File: src/rtl/sta_skew_feeder.sv
// Edge feeder for the systolic tensor array: accepts one operand vector per
// handshake, emits it diagonally skewed (lane l lags lane 0 by l cycles),
// drains the skew pipeline after the last beat of a tile and reports the
// tile length with a one-cycle completion pulse.
module sta_skew_feeder #(
    parameter int unsigned LANES     = 4,
    parameter int unsigned W         = 8,
    parameter int unsigned MAX_BEATS = 255,
    // Derived beat-counter width; leave at its default.
    parameter int unsigned CW        = $clog2(MAX_BEATS + 1)
) (
    input  logic                 clk_i,
    input  logic                 reset_i,
    input  logic                 in_valid_i,
    output logic                 in_ready_o,
    input  logic                 in_last_i,
    input  logic [LANES*W-1:0]   in_data_i,
    output logic [LANES*W-1:0]   lane_data_o,
    output logic [LANES-1:0]     lane_valid_o,
    output logic                 busy_o,
    output logic                 done_o,
    output logic [CW-1:0]        tile_beats_o
);

    // Drain counter must hold LANES-1; keep at least one bit for LANES=1.
    localparam int unsigned DCW = (LANES > 1) ? $clog2(LANES) : 1;

    typedef enum logic [1:0] {
        ST_IDLE  = 2'd0,
        ST_FEED  = 2'd1,
        ST_DRAIN = 2'd2
    } state_e;

    state_e          state_q, state_d;
    logic [DCW-1:0]  dcnt_q, dcnt_d;
    logic [CW-1:0]   cnt_q, cnt_d;
    logic [CW-1:0]   cnt_inc;
    logic [CW-1:0]   tile_beats_q, tile_beats_d;
    logic            ready_q, ready_d;
    logic            busy_q, busy_d;
    logic            done_q, done_d;
    logic            accept;
    logic [LANES-1:0] pipe_busy_d;

    assign accept  = in_valid_i & ready_q;
    assign cnt_inc = (cnt_q == CW'(MAX_BEATS)) ? cnt_q : cnt_q + CW'(1);

    // Tile framing: next state, beat count, drain countdown and done pulse.
    always_comb begin
        state_d      = state_q;
        dcnt_d       = dcnt_q;
        cnt_d        = cnt_q;
        done_d       = 1'b0;
        tile_beats_d = tile_beats_q;

        case (state_q)
            ST_IDLE: begin
                if (accept) begin
                    cnt_d = CW'(1);
                    if (in_last_i) begin
                        if (LANES == 1) begin
                            done_d = 1'b1;
                        end else begin
                            state_d = ST_DRAIN;
                            dcnt_d  = DCW'(LANES - 1);
                        end
                    end else begin
                        state_d = ST_FEED;
                    end
                end
            end
            ST_FEED: begin
                if (accept) begin
                    cnt_d = cnt_inc;
                    if (in_last_i) begin
                        if (LANES == 1) begin
                            state_d = ST_IDLE;
                            done_d  = 1'b1;
                        end else begin
                            state_d = ST_DRAIN;
                            dcnt_d  = DCW'(LANES - 1);
                        end
                    end
                end
            end
            ST_DRAIN: begin
                dcnt_d = dcnt_q - DCW'(1);
                if (dcnt_q == DCW'(1)) begin
                    state_d = ST_IDLE;
                    done_d  = 1'b1;
                end
            end
            default: begin
                state_d = ST_IDLE;
            end
        endcase

        if (done_d) begin
            tile_beats_d = cnt_d;
        end
    end

    // Registered handshake and status outputs, derived from next-state values.
    always_comb begin
        ready_d = (state_d != ST_DRAIN);
        busy_d  = (state_d != ST_IDLE) | (|pipe_busy_d);
    end

    // Control state and output registers with synchronous active-low reset.
    always_ff @(posedge clk_i) begin
        if (!reset_i) begin
            state_q      <= ST_IDLE;
            dcnt_q       <= '0;
            cnt_q        <= '0;
            tile_beats_q <= '0;
            ready_q      <= 1'b1;
            busy_q       <= 1'b0;
            done_q       <= 1'b0;
        end else begin
            state_q      <= state_d;
            dcnt_q       <= dcnt_d;
            cnt_q        <= cnt_d;
            tile_beats_q <= tile_beats_d;
            ready_q      <= ready_d;
            busy_q       <= busy_d;
            done_q       <= done_d;
        end
    end

    assign in_ready_o   = ready_q;
    assign busy_o       = busy_q;
    assign done_o       = done_q;
    assign tile_beats_o = tile_beats_q;

    // Per-lane skew chains: lane l is l+1 stages deep and never stalls.
    for (genvar l = 0; l < int'(LANES); l++) begin : g_lane
        logic [W-1:0] dat_q [0:l];
        logic [W-1:0] dat_d [0:l];
        logic [l:0]   vld_q;
        logic [l:0]   vld_d;

        // Stage 0 takes the lane element on accept, otherwise a zero bubble.
        always_comb begin
            dat_d[0] = accept ? in_data_i[l*W +: W] : '0;
            vld_d[0] = accept;
            for (int s = 1; s <= l; s++) begin
                dat_d[s] = dat_q[s-1];
                vld_d[s] = vld_q[s-1];
            end
        end

        // Chain registers; reset clears data and valid in every stage.
        always_ff @(posedge clk_i) begin
            if (!reset_i) begin
                dat_q <= '{default: '0};
                vld_q <= '0;
            end else begin
                dat_q <= dat_d;
                vld_q <= vld_d;
            end
        end

        assign pipe_busy_d[l]         = |vld_d;
        assign lane_data_o[l*W +: W]  = dat_q[l];
        assign lane_valid_o[l]        = vld_q[l];
    end

endmodule

File: config.mk
export PLATFORM = sky130hd
export DESIGN_NAME = sta_skew_feeder
export DESIGN_NICKNAME = d
export VERILOG_FILES = /design/src/rtl/sta_skew_feeder.sv
export SDC_FILE = /design/constraint.sdc
export NUM_CORES = 1
export LEC_CHECK = 0
export BUFFER_PORTS_ARGS = -buffer_cell sky130_fd_sc_hd__buf_2
export CAP_MARGIN = 20
export CORE_MARGIN = 5
export CORE_UTILIZATION = 46
export CTS_CLUSTER_DIAMETER = 30
export DETAILED_ROUTE_END_ITERATION = 8
export PLACE_DENSITY = 0.78
export SLEW_MARGIN = 30
export SYNTH_ARGS = -nofsm -noshare
export SYNTH_HDL_FRONTEND = slang
export SYNTH_SLANG_ARGS = --single-unit
export TNS_END_PERCENT = 1
File: constraint.sdc
create_clock -name clk_i -period 1.65 [get_ports clk_i]
set_input_delay 0 -clock clk_i [delete_from_list [all_inputs] [get_ports clk_i]]
set_output_delay 0 -clock clk_i [all_outputs]
set_load 0.03 [all_outputs]
==> impl_summary.txt <==
----------------------------------------------------
[Status]
  Result of the run ... complete, but fails checks
  Violated checks ... negative setup slack

[Critical path]
  Data required time of the worst path ... ~1900 ps
  Start-to-end type of the worst setup path ... register to register
  Type of element launching the critical path ... register
  Data arrival time at the worst-slack endpoint ... about 2000 ps
  Critical Path End Type ... register
  Crit path max fanout ... 4

[Die]
  Width of the chip ... 94.7 um
  Die Span Y ... 94.7 um
  Die outline area ... between 8000 and 9000 um2
  Total number of placement rows ... 30
  Initial core utilization ... ~48%
  I/O pin cnt ... 83
  Placeable core area ... a little under 7000 um2

[Logic synthesis]
  Synthesized netlist cell count ... 306
  Count of synthesis-stage warnings from yosys ... 0
  Netlist area before placement ... 3300 um2
  Distinct cell type count after synthesis ... 36
  Net count of the mapped netlist ... about 340
  Ranking of synthesized cells by area ... sky130_fd_sc_hd__dfxtp_1, sky130_fd_sc_hd__and2_1, sky130_fd_sc_hd__nand2_1
  Biggest area consumer among synthesized cells ... sky130_fd_sc_hd__dfxtp_1
  Synthesis-stage register bit count ... ~110
  Sequential cell area fraction in the yosys report ... 64.9%
  Proportion of netlist area held by the largest area contributor ... about 65%
  Post-synthesis area per instance ... between 10 and 15 um2

[CTS]
  CTS tree ... done
  Number of buffers on the longest clock path ... 2
  Total number of H-tree levels ... 3
  Clock latency of the later-clocked register in the worst-skew pair ... around 360 ps
  Clock-pin slew on the worst setup and hold paths ... about 100 ps
  Buffers inserted during post-CTS setup optimization ... 0
  TritonCTS sink count ... around 110
  Clock root buffer ... sky130_fd_sc_hd__clkbuf_8
  Clock buffers created by TritonCTS ... 9

[Placement]
  Half-perimeter wire length after placement ... between 4000 and 5000 um
  Count of buffers from port buffering ... 82
  Routability congestion estimate ... around 0.88
  Instance area after placement ... approximately 3800 um2

[Detailed routing]
  Routed vias/inst ... about 4.6
  ANT nets after route ... 0
  Average wire per cell in the routed design ... 12.9 um
  Post-Route WL ... just under 7000 um
  Vias post-DR ... about 2400
  Drt initial violations ... approximately 70
  DRC ... 0
  Count of TritonRoute iterations in the first routing pass ... 4

[Power and ir drop]
  Design Power ... ~0.0047 W
  LEAKAGE ... around 2.0 nW
  Peak supply drop ... about 0.51 mV
  Pwr per Cell Area ... roughly 1100 nW/um2

[Timing]
  Transition time at the pin with the least slew margin ... 452 ps
  Post-Route Hold Slack ... ~33 ps
  Worst clock skew ... roughly 13 ps
  Final setup violation count ... 1
  Time the final worst path needs with I/O delays and setup ... between 1500 and 2000 ps
  Share of the clock period used by the worst path after layout ... 101%
  Setup repair after global routing missed its margin ... yes
  Hold Fails Final Rpt ... 0
  Total Negative Setup Slacks ... -20.6 ps
  Relative slew slack ... a little over two thirds
  Upper clock frequency limit ... around 0.60 GHz
  Final number of max-transition violations ... 0
  Least setup slack across all paths after layout ... -20.6 ps

[Finish]
  Layout area overhead ... 32.3%
  Fraction of final layout cells sized beyond drive strength 1 ... 26.6%
  Multi-input gate area in the final layout ... between 1000 and 1500 um2
  Final-stage net count ... between 400 and 500
  Finished Cell Area ... between 4000 and 5000 um2
  Area occupied by registers ... 2140 um2
  Filler Cell Count ... 591

[Global route]
  Wire length of the first global-routing pass ... 10700 um
  Remaining global-route overflow ... 0
  GRT Util Overall ... 15.6%
  Via count of the first global-routing pass ... between 2000 and 2500
  Maximum number of pins on one net before global-route repair ... 63
  Number of antenna violations at the first check in global routing ... 0

[Min path]
  Kind of path behind the tightest hold check ... input pin to register

[Run]
  # Max-Cap Violations ... 0

----------------------------------------------------
-- per-stage QoR --
step,util [%],setup WS (ps),instances
2_1_floorplan,-,7.12,306
3_3_place_gp,55.1,-4.27,475
3_5_place_dp,55.1,-28.2,475
4_1_cts,63.2,16.7,524
5_1_grt,63.2,-41.7,524
6_report,63.2,-20.6,525
-- layout make-up --
class                      instances  area share, %
multi-input combinational        178           24.5
timing repair buffer             122           18.2
sequential                       107           49.1
antenna                            1         0.0573
clock inverter                     6           1.80
tap                               96           2.75
clock buffer                      10           3.15
inverter                           5          0.430
-- logic make-up (layout without fill, tap and decap cells) --
logic type | count (synthesis) | after routing | share of synthesized area [%]
multiplexers | 2 | 2 | 0.644
AO/OA/AOI/OAI | 33 | 33 | 5.69
other | 0 | 1 | 0
flip-flops | 107 | 107 | 64.9
AND/OR/NAND/NOR | 141 | 141 | 25.0
buffers and inverters | 21 | 143 | 2.99
adder cells (fa/ha/maj) | 2 | 2 | 0.758
-- what timing repair did --
item / 4_1_cts / 5_1_grt
resized for setup: 1 / 0
endpoints found under the hold margin: 33 / 0
hold buffers: 33 / 0
setup endpoints to repair: 1 / 1
pin swaps: 2 / 0
-- power breakdown --
part           internal (W)  switching (W)  total, W  leakage (nW)
clock network      0.000779       0.000903   0.00168         0.111
logic              0.000172       0.000192  0.000364         0.969
registers           0.00266      0.0000304   0.00269         0.872
total               0.00361        0.00113   0.00474          1.95
-- state kept, by name, indices dropped and copies added (netlist names) --
register,flops
busy_o,1
cnt_q,8
dcnt_q,2
done_o,1
g_lane.dat_d,48
g_lane.dat_q,8
g_lane.vld_q,4
in_ready_o,1
lane_data_o,24
state_q,2
tile_beats_o,8
-- final timing paths --
kind	from	endpoint	slack, ps	cells after the start
worst min-delay path	in_valid_i	busy_o	30	3
worst max-delay path	cnt_q[1]	cnt_q[5]	-20	5
worst min register to register	g_lane[3].dat_d[7]	lane_data_o[31]	430	1
worst max register to register	cnt_q[1]	cnt_q[5]	-20	5
-- placed cells by master, fill, tap and decap left out, types with 2 or more instances in the layout --
cell	instances
sky130_fd_sc_hd__dfxtp_2	2
sky130_fd_sc_hd__inv_1	5
sky130_fd_sc_hd__inv_8	2
sky130_fd_sc_hd__buf_2	82
sky130_fd_sc_hd__a21oi_1	16
sky130_fd_sc_hd__dlygate4sd3_1	33
sky130_fd_sc_hd__inv_6	2
sky130_fd_sc_hd__nand3b_1	2
sky130_fd_sc_hd__nor2_1	7
sky130_fd_sc_hd__buf_4	7
sky130_fd_sc_hd__nor3_1	7
sky130_fd_sc_hd__o21ai_0	8
sky130_fd_sc_hd__and2_1	85
sky130_fd_sc_hd__dfxtp_1	105
sky130_fd_sc_hd__nand2_1	22
sky130_fd_sc_hd__nand4_1	2
sky130_fd_sc_hd__nand3_1	5
sky130_fd_sc_hd__clkbuf_8	10
sky130_fd_sc_hd__a31oi_1	3
-- per-layer routing --
| layer | global-route usage, % | vias to the layer above | part of all wire [%] |
|---|---|---|---|
| met4 | 9.25 | 0 | 3.0 |
| met3 | 3.82 | 22 | 6.0 |
| met2 | 26.5 | 108 | 51 |
| li1 | - | 1221 | - |
| met1 | 17.6 | 1059 | 40 |
| met5 | 0 | - | 0 |
-- Yosys cell counts (all sizes together) --
library cell	number
nor2	7
nand4b	1
buf	4
nand4	2
o31ai	1
o211ai	1
nand2	22
nand3b	3
o21ai	8
a211oi	1
clkbuf	12
nor3	7
and2	86
and3	2
ha	2
mux2i	1
nand2b	1
or4b	1
nor2b	1
mux2	1
inv	5
a31oi	3
and3b	1
nand3	6
o41ai	1
a211o	1
dfxtp	107
o2111ai	1
and4	1
a21oi	16
-- critical path, stage by stage (launching register included) --
cell and delay, ps:
sky130_fd_sc_hd__dfxtp_2 350, sky130_fd_sc_hd__ha_4 170, sky130_fd_sc_hd__and3_4 170, sky130_fd_sc_hd__a211o_1 270, sky130_fd_sc_hd__or4b_1 460, sky130_fd_sc_hd__a31oi_1 170
Note: power is estimated with default switching activity, not from simulation.
